<file path="src/rtl/tw_bus_pkg.sv">
// Shared definitions for the horizontal twiddle-update bus: widths, beat tags,
// transfer modes and the transmitter FSM states.
package tw_bus_pkg;

  localparam int P_WIDTH  = 128;
  localparam int HORIZ_DW = P_WIDTH / 2;
  localparam int ENTRIES  = 4;
  localparam int ADDR_W   = 2;

  localparam logic [P_WIDTH-1:0] RESET_ENTRY = {64'h1, 64'h1};

  typedef logic [1:0] rom2w_t;
  localparam rom2w_t W_IDLE = 2'd0;
  localparam rom2w_t W_HI   = 2'd1;
  localparam rom2w_t W_LO   = 2'd2;

  typedef enum logic [1:0] {
    MODE_NOP   = 2'b00,
    MODE_HI    = 2'b01,
    MODE_LO    = 2'b10,
    MODE_HI_LO = 2'b11
  } mode_e;

  typedef enum logic [2:0] {
    ST_IDLE,
    ST_SEND_HI,
    ST_GAP,
    ST_SEND_LO,
    ST_DONE
  } state_e;

  function automatic int set_width(input int n);
    return (n > 1) ? $clog2(n) : 1;
  endfunction

endpackage

</file>
<file path="src/rtl/tw_tx_table.sv">
// Local twiddle store: NUM_SETS sets of ENTRIES x P_WIDTH entries, one write
// port and one combinational read port.
module tw_tx_table
  import tw_bus_pkg::*;
#(
  parameter  int NUM_SETS = 4,
  localparam int SET_W    = set_width(NUM_SETS)
) (
  input  logic               CLK,
  input  logic               rst_n,
  input  logic               we_i,
  input  logic [SET_W-1:0]   wr_set_i,
  input  logic [ADDR_W-1:0]  wr_addr_i,
  input  logic [P_WIDTH-1:0] wdata_i,
  input  logic [SET_W-1:0]   rd_set_i,
  input  logic [ADDR_W-1:0]  rd_addr_i,
  output logic [P_WIDTH-1:0] rd_data_o
);

  logic [P_WIDTH-1:0] mem_q [NUM_SETS][ENTRIES];

  // NOTE: this store is reset because the receiver relies on the known
  // pattern after reset; a plain RAM would normally be left unreset.
  always_ff @(posedge CLK or negedge rst_n) begin
    if (!rst_n) begin
      for (int s = 0; s < NUM_SETS; s++) begin
        for (int e = 0; e < ENTRIES; e++) begin
          mem_q[s][e] <= RESET_ENTRY;
        end
      end
    end else if (we_i) begin
      mem_q[wr_set_i][wr_addr_i] <= wdata_i;
    end
  end

  assign rd_data_o = mem_q[rd_set_i][rd_addr_i];

endmodule

</file>
<file path="src/rtl/tw_horizontal_tx.sv">
// Transmit end of the horizontal twiddle-update bus: streams one stored set as
// contiguous 64-bit beats, upper halves tagged 1 and lower halves tagged 2.
module tw_horizontal_tx
  import tw_bus_pkg::*;
#(
  parameter  int NUM_SETS   = 4,
  parameter  int GAP_CYCLES = 0,
  localparam int SET_W      = set_width(NUM_SETS)
) (
  input  logic                CLK,
  input  logic                rst_n,
  input  logic                start,
  input  logic [SET_W-1:0]    set_sel,
  input  logic [1:0]          mode,
  input  logic                tbl_we,
  input  logic [SET_W-1:0]    tbl_set,
  input  logic [ADDR_W-1:0]   tbl_addr,
  input  logic [P_WIDTH-1:0]  tbl_wdata,
  output logic [HORIZ_DW-1:0] horizontal_data_out,
  output logic [1:0]          ROM2_w,
  output logic                busy,
  output logic                done,
  output logic                tbl_err
);

  localparam logic [3:0] GAP_LAST = (GAP_CYCLES > 0) ? 4'(GAP_CYCLES - 1) : 4'd0;

  state_e              state_q, state_d;
  logic [ADDR_W-1:0]   beat_q, beat_d;
  logic [3:0]          gap_q, gap_d;
  logic [SET_W-1:0]    set_q, set_d;
  mode_e               mode_q, mode_d;
  logic [HORIZ_DW-1:0] data_q, data_d;
  rom2w_t              w_q, w_d;
  logic                busy_q, busy_d;
  logic                done_q, done_d;
  logic                err_q;
  logic [P_WIDTH-1:0]  rd_entry;
  logic                tbl_reject;

  // The set being streamed is frozen for the whole transfer.
  assign tbl_reject = (state_q != ST_IDLE) && (tbl_set == set_q);

  tw_tx_table #(.NUM_SETS(NUM_SETS)) u_table (
    .CLK       (CLK),
    .rst_n     (rst_n),
    .we_i      (tbl_we && !tbl_reject),
    .wr_set_i  (tbl_set),
    .wr_addr_i (tbl_addr),
    .wdata_i   (tbl_wdata),
    .rd_set_i  (set_q),
    .rd_addr_i (beat_q),
    .rd_data_o (rd_entry)
  );

  always_comb begin
    // NOTE: every signal gets a default first so no branch leaves one
    // unassigned, which would otherwise infer a latch.
    state_d = state_q;
    beat_d  = beat_q;
    gap_d   = gap_q;
    set_d   = set_q;
    mode_d  = mode_q;
    data_d  = '0;
    w_d     = W_IDLE;
    busy_d  = 1'b0;
    done_d  = 1'b0;
    case (state_q)
      ST_IDLE: begin
        // The done pulse is shown while the FSM already sits in IDLE; that
        // cycle still belongs to the finished transfer and ignores start.
        if (start && (mode_e'(mode) != MODE_NOP) && !done_q) begin
          set_d   = set_sel;
          mode_d  = mode_e'(mode);
          beat_d  = '0;
          state_d = (mode_e'(mode) == MODE_LO) ? ST_SEND_LO : ST_SEND_HI;
        end
      end
      ST_SEND_HI: begin
        data_d = rd_entry[P_WIDTH-1:HORIZ_DW];
        w_d    = W_HI;
        busy_d = 1'b1;
        beat_d = beat_q + 1'b1;
        if (beat_q == 2'd3) begin
          gap_d = '0;
          if (mode_q == MODE_HI_LO) state_d = (GAP_CYCLES > 0) ? ST_GAP : ST_SEND_LO;
          else                      state_d = ST_DONE;
        end
      end
      ST_GAP: begin
        busy_d = 1'b1;
        if (gap_q == GAP_LAST) state_d = ST_SEND_LO;
        else                   gap_d   = gap_q + 1'b1;
      end
      ST_SEND_LO: begin
        data_d = rd_entry[HORIZ_DW-1:0];
        w_d    = W_LO;
        busy_d = 1'b1;
        beat_d = beat_q + 1'b1;
        if (beat_q == 2'd3) state_d = ST_DONE;
      end
      ST_DONE: begin
        done_d  = 1'b1;
        state_d = ST_IDLE;
      end
      default: state_d = ST_IDLE;
    endcase
  end

  always_ff @(posedge CLK or negedge rst_n) begin
    if (!rst_n) begin
      state_q <= ST_IDLE;
      beat_q  <= '0;
      gap_q   <= '0;
      set_q   <= '0;
      mode_q  <= MODE_NOP;
      data_q  <= '0;
      w_q     <= W_IDLE;
      busy_q  <= 1'b0;
      done_q  <= 1'b0;
      err_q   <= 1'b0;
    end else begin
      // NOTE: non-blocking so every register samples pre-edge values,
      // independent of statement order.
      state_q <= state_d;
      beat_q  <= beat_d;
      gap_q   <= gap_d;
      set_q   <= set_d;
      mode_q  <= mode_d;
      data_q  <= data_d;
      w_q     <= w_d;
      busy_q  <= busy_d;
      done_q  <= done_d;
      err_q   <= tbl_we && tbl_reject;
    end
  end

  assign horizontal_data_out = data_q;
  assign ROM2_w              = w_q;
  assign busy                = busy_q;
  assign done                = done_q;
  assign tbl_err             = err_q;

endmodule

</file>
<file path="config.mk">
export PLATFORM = sky130hd
export DESIGN_NAME = tw_horizontal_tx
export DESIGN_NICKNAME = d
export VERILOG_FILES = /design/src/rtl/tw_bus_pkg.sv /design/src/rtl/tw_tx_table.sv /design/src/rtl/tw_horizontal_tx.sv
export SDC_FILE = /design/constraint.sdc
export NUM_CORES = 2
export LEC_CHECK = 0
export BUFFER_PORTS_ARGS = -buffer_cell sky130_fd_sc_hd__clkbuf_2
export CAP_MARGIN = 25
export CORE_UTILIZATION = 25
export DETAILED_ROUTE_END_ITERATION = 10
export GPL_TIMING_DRIVEN = 0
export PLACE_DENSITY = 0.39
export SKIP_CTS_REPAIR_TIMING = 1
export SYNTH_ARGS = -nofsm -noshare
export SYNTH_HDL_FRONTEND = slang
export SYNTH_SLANG_ARGS = --single-unit
</file>
<file path="constraint.sdc">
create_clock -name CLK -period 3.05 [get_ports CLK]
set_input_delay 0.1525 -clock CLK [delete_from_list [all_inputs] [get_ports CLK]]
set_output_delay 0.1525 -clock CLK [all_outputs]
set_load 0.05 [all_outputs]
</file>
After elaboration in Yosys (flattened, before gate mapping)
Cells that the tools add are included.
Operators by class
  multiplexer cells: 27
  $lt $le $gt $ge: 6
  add/subtract/negate cells: 2
  bitwise logic cells: 4
  reduce and logical (&&, ||, !) cells: 21
  equality and inequality tests: 13
Operators with widths (count)
  bitwise mux 2048 bit: 1
  2-to-1 mux 512 bit: 3
  binary-select mux 512 bit (select 2 bit): 1
  demux 512 bit (select 2 bit): 1
  2-to-1 mux 128 bit: 3
  binary-select mux 128 bit (select 2 bit): 1
  demux 128 bit (select 2 bit): 1
  one-hot mux 64 bit (2 select lines): 1
  2-to-1 mux 3 bit: 5
  >= comparator 3 bit (second input constant): 4
  inverter 2 -> 3 bit: 4
  one-hot mux 3 bit (4 select lines): 1
  != test 2 bit (second input constant): 5
  2-to-1 mux 4 bit: 2
  one-hot mux 2 bit (2 select lines): 2
  one-hot mux 4 bit (2 select lines): 1
  logical AND 1 bit: 7
  equality test 2 bit (second input constant): 3
  equality test 3 x 2 -> 1 bit (second input constant): 2
  < comparator 3 x 1 -> 1 bit (second input constant): 2
  nonzero test 2 bit: 3
  adder 4 x 1 -> 4 bit (second input constant): 1
  logical NOT 4 bit: 1
  2-to-1 mux 2 bit: 2
  other kinds (13): 16
Word-level totals
  flip-flop bits (word level): 2130
  output and inout port bits: 69
  logic and storage cells: 99

Longest topological paths before layout
  depth after elaboration: 8
  gate-level depth with buffers: 8
  gate-level depth less buffers: 6

Cells and area by module
A second synthesis with hierarchy kept.
Second synthesis, totals
  cell total of the unflattened synthesis: 6017
  area total of the unflattened synthesis: 95166.3 sq um
By module, submodules not included
  tw_tx_table: area an instance 91759.3 sq um, times used 1, sequential area each 51289.2 sq um, cells each 5731
  tw_horizontal_tx: area an instance 3407.0 sq um, times used 1, sequential area each 2052.0 sq um, cells each 286

Worst setup path before layout
No wires, ideal clock.
  path type: reg-to-reg
  start: register state_q[1]
  end: register u_table.mem_q[1415] (netlist name)
  setup time: 128 ps
  setup slack: 893 ps
  stages on the path, launching flop included: 8
  arrival time: 2030 ps
  data required time: 2922 ps
  period minus slack after synthesis: 2157 ps
  path through: dfrtp_1 or3_1 buf_2 and3_4 nor4b_4 buf_4 buf_4 mux2_1
Between the ends
  longest elaborated chain between the ends: 4
RTL lines
  start: declaration: RTL line tw_horizontal_tx.sv:28  | state_e state_q, state_d;
  start signal: assignment: RTL line tw_horizontal_tx.sv:125  | state_q <= state_d;
  nonzero test 3 bit: RTL line tw_horizontal_tx.sv:42  | assign tbl_reject = (state_q != ST_IDLE) && (tbl_set == set_q);
  logical AND 1 bit: RTL line tw_horizontal_tx.sv:42
  logical NOT 1 bit: RTL line tw_horizontal_tx.sv:47  | .we_i (tbl_we && !tbl_reject),
  logical AND 1 bit: RTL line tw_horizontal_tx.sv:47
  end signal: indexed assignment: RTL line tw_tx_table.sv:32  | mem_q[wr_set_i][wr_addr_i] <= wdata_i;
  end: declaration: RTL line tw_tx_table.sv:20  | logic [P_WIDTH-1:0] mem_q [NUM_SETS][ENTRIES];
No other way between the ends.
A chain may end at the register's enable or synchronous reset.

Worst setup path after layout
  start: register set_q[0]
  end: register data_q[60], in the netlist horizontal_data_out[60]
Between the ends
  longest elaborated chain between the ends: 8
RTL lines
  start: declaration: RTL line tw_horizontal_tx.sv:31  | logic [SET_W-1:0] set_q, set_d;
  start signal: assignment: RTL line tw_horizontal_tx.sv:128  | set_q <= set_d;
  inverter 2 -> 3 bit (implied by the code): RTL line tw_tx_table.sv:36  | assign rd_data_o = mem_q[rd_set_i][rd_addr_i];
  binary-select mux 512 bit (select 2 bit): RTL line tw_tx_table.sv:36
  2-to-1 mux 512 bit (implied by the code) (2 in series): RTL line tw_tx_table.sv:36
  binary-select mux 128 bit (select 2 bit): RTL line tw_tx_table.sv:36
  2-to-1 mux 128 bit (implied by the code) (2 in series): RTL line tw_tx_table.sv:36
  one-hot mux 64 bit (2 select lines): RTL line tw_horizontal_tx.sv:68  | case (state_q)
  via data_d[60]: RTL line tw_horizontal_tx.sv:33  | logic [HORIZ_DW-1:0] data_q, data_d;
  end signal: assignment: RTL line tw_horizontal_tx.sv:130  | data_q <= data_d;
  end: declaration: RTL line tw_horizontal_tx.sv:33
The timed path passes the listed nets, and every way through them passes these cells. The select of a mux whose other input is x is not followed.

==> impl_metrics.toml <==
[sta]
worst_hold_slack_ps = 39.98
hold_viol = 0
rsz0062_at_grt = "true"
period_share_pct = 109.8
tightestPinTransition_ps = 975.2
max-slew-margin-rel_pct = 34.99
layout_setup_ws_ps = -298.8
fin_setup_tns_ps = -3922
fmax_mhz = 298.6
min_period_ps = 3349
final-setup-viol-count = 37
fin_skew_ps = 40.71
drv_slew = 0

[yosys]
async_reset_ff_share_pct = 100.0
netlist_area_um2 = 93820
synth_cells = 5672
ys.flop_type = "dfrtp_1"
yosys_warnings = 0
synth-edff-count = 0
synth_nets = 5815
ys_seq_elements = 2130
synth_area_per_cell_um2 = 16.54
ys_seq_area_share_pct = 56.85
synth_cell_types = 50

[cts]
cts_root_buf = "clkbuf_16"
clk_pin_slew_ps = 60
worst_skew_pair.late_latency_ps = 940
cts.sinks = 2130
cts.htree.levels = 5
cts_buffers = 267
cts_tree = "done"
clk_path_buf_depth = 4

[placed_design]
io_buffer_count = 207
dp_hpwl_um = 289400
gp_congestion = 0.8136
place_area_um2 = 103100

[worst_hold_path]
hold_class = "primary input to flip-flop"

[pwr]
irDropWorstVdd_uv = 596.9
p_clk_share_pct = 25.8
powerDensity_nw_per_um2 = 1073
leakagePower_nw = 48.65
combPwrFrac_pct = 36.9
power.share.sequential_pct = 37.3
intPower_mw = 80.64
p_sw_share_pct = 34.63
p_total_mw = 123.4
power.switching_mw = 42.72

[drt]
routed_wl_um = 422300
drt_first_pass_iters = 8
avgViaCountPerCell = 4.945
drt_iter0_drc = 4303
drtAntennaViolNets = 0
num_vias = 57430
wl_per_cell_um = 36.36
drc = 0

[die]
fp.coreArea_um2 = 372800
die_h_um = 614.6
initial_core_util_pct = 25.17
io_pins = 209
row_count = 224
die-area_um2 = 377700
die_x_um = 614.6

[cells_and_area]
syn2layout_area_growth_pct = 22.59
final_common_cell = "dfrtp_1"
layout_common_cells = "dfrtp_1 (2096), mux2_2 (2012), mux4_2 (512)"
drive_gt1_share_pct = 57.04
finalInstanceArea_um2 = 115000
nNetsFinal = 6568

[flow_run]
drv_cap = 0

[grt]
grt_max_degree = 111
grtUsageTotal_pct = 21.98
gr-total-overflow = 0
grt_first_pass_wirelength_um = 561900
grt_pass1_vias = 59460
antenna_found_initial = 94

[setup_path]
crit_required_ps = 3710
cp-start-kind = "flip-flop"
crit_type = "flip-flop to flip-flop"
critPathCaptureType = "flip-flop"
worstPathArrival_ps = 4000
path_max_fanout = 10

[outcome]
status = "finished with violations"
violations = "setup timing"
==> state kept, by name, indices dropped and copies added, names as in the netlist <==
name,flops
busy,1
state_q,3
gap_q,4
beat_q,2
mode_q,2
set_q,2
ROM2_w,2
done,1
horizontal_data_out,64
u_table.mem_q,2048
tbl_err,1
==> through the flow <==
stage                     utilization (%)  setup WS (ps)  std cells
after global placement              27.12         -54450      10850
after CTS                           29.94          -2164      11410
final                               30.86         -298.8      11610
after floorplan                         -          892.9       5672
after detailed placement            27.65          -2163      10940
after global routing                30.85         -250.2      11600
==> layout make-up <==
class / count / area (um2)
clock buffers: 399 / 7787
well taps: 4972 / 6221
plain buffers: 528 / 3565
diodes: 18 / 45.04
repair buffers: 487 / 5121
flip-flops and latches: 2130 / 53340
clock inverters: 68 / 732.0
inverters: 9 / 33.78
multi-input cells: 3002 / 38170
fillers: 37030 / 257700
==> power by group through the flow <==
| stage | logic, mW | registers, mW | clock network, mW |
|---|---|---|---|
| after global placement | 41.9 | 46.4 | 0 |
| final | 45.5 | 46.0 | 31.9 |
| after CTS | 44.1 | 45.7 | 32.7 |
| after floorplan | 25.3 | 44.9 | 0 |
| after detailed placement | 44.0 | 46.2 | 0 |
| after global routing | 47.5 | 47.3 | 33.8 |
==> cells by family after synthesis <==
group                    count (synthesis)  synth area share, %
AND/OR/NAND/NOR                        168                1.064
adder cells (fa/ha/maj)                  3              0.04001
flip-flops                            2130                56.85
XOR/XNOR                                 4              0.03735
buffers and inverters                  540                2.982
multiplexers                          2567                36.96
AO/OA/AOI/OAI                          260                2.066
==> synthesized netlist by cell type, types with 5 or more instances <==
cell type | number | area (um2)
dfrtp_1 | 2098 | 52500
mux2_2 | 2012 | 22660
mux4_2 | 512 | 11530
a22oi_1 | 236 | 1772
clkbuf_1 | 230 | 863.3
buf_2 | 205 | 1026
nand4_1 | 65 | 406.6
buf_6 | 51 | 574.3
mux2_1 | 43 | 484.2
buf_4 | 35 | 262.8
dfstp_2 | 32 | 840.8
nand2_1 | 27 | 101.4
nand3_1 | 20 | 100.1
and3_1 | 12 | 75.07
buf_1 | 10 | 37.54
nor2_1 | 10 | 37.54
inv_1 | 9 | 33.78
and2_1 | 8 | 50.05
a21oi_1 | 6 | 30.03
o21ai_0 | 5 | 25.02
==> layer usage <==
| layer | global-route usage, % | vias to the layer above | part of all wire (%) |
|---|---|---|---|
| li1 | - | 22980 | - |
| met1 | 30.25 | 32110 | 45 |
| met4 | 7.668 | 24 | 3.5 |
| met3 | 4.658 | 578 | 6.0 |
| met5 | 0 | - | 0.037 |
| met2 | 34.17 | 1736 | 46 |
==> final timing paths <==
kind	from	endpoint	slack, ps	cells after the start
worst max register to register	set_q[0]	horizontal_data_out[60]	-300	6
worst max-delay path	set_q[0]	horizontal_data_out[60]	-300	6
min in group asynchronous	rst_n	horizontal_data_out[22]	450	9
worst min-delay path	tbl_addr[1]	u_table.mem_q[131]	40	5
max in group asynchronous	rst_n	u_table.mem_q[620]	320	14
worst min register to register	u_table.mem_q[625]	u_table.mem_q[625]	490	1
==> worst max-delay path, stage by stage, from the launching register on <==
cell,delay [ps]
dfrtp_2,430
buf_12,190
buf_8,190
buf_4,520
mux4_2,590
a22oi_2,660
nand4_1,460
(Power assumes the default switching activity.)
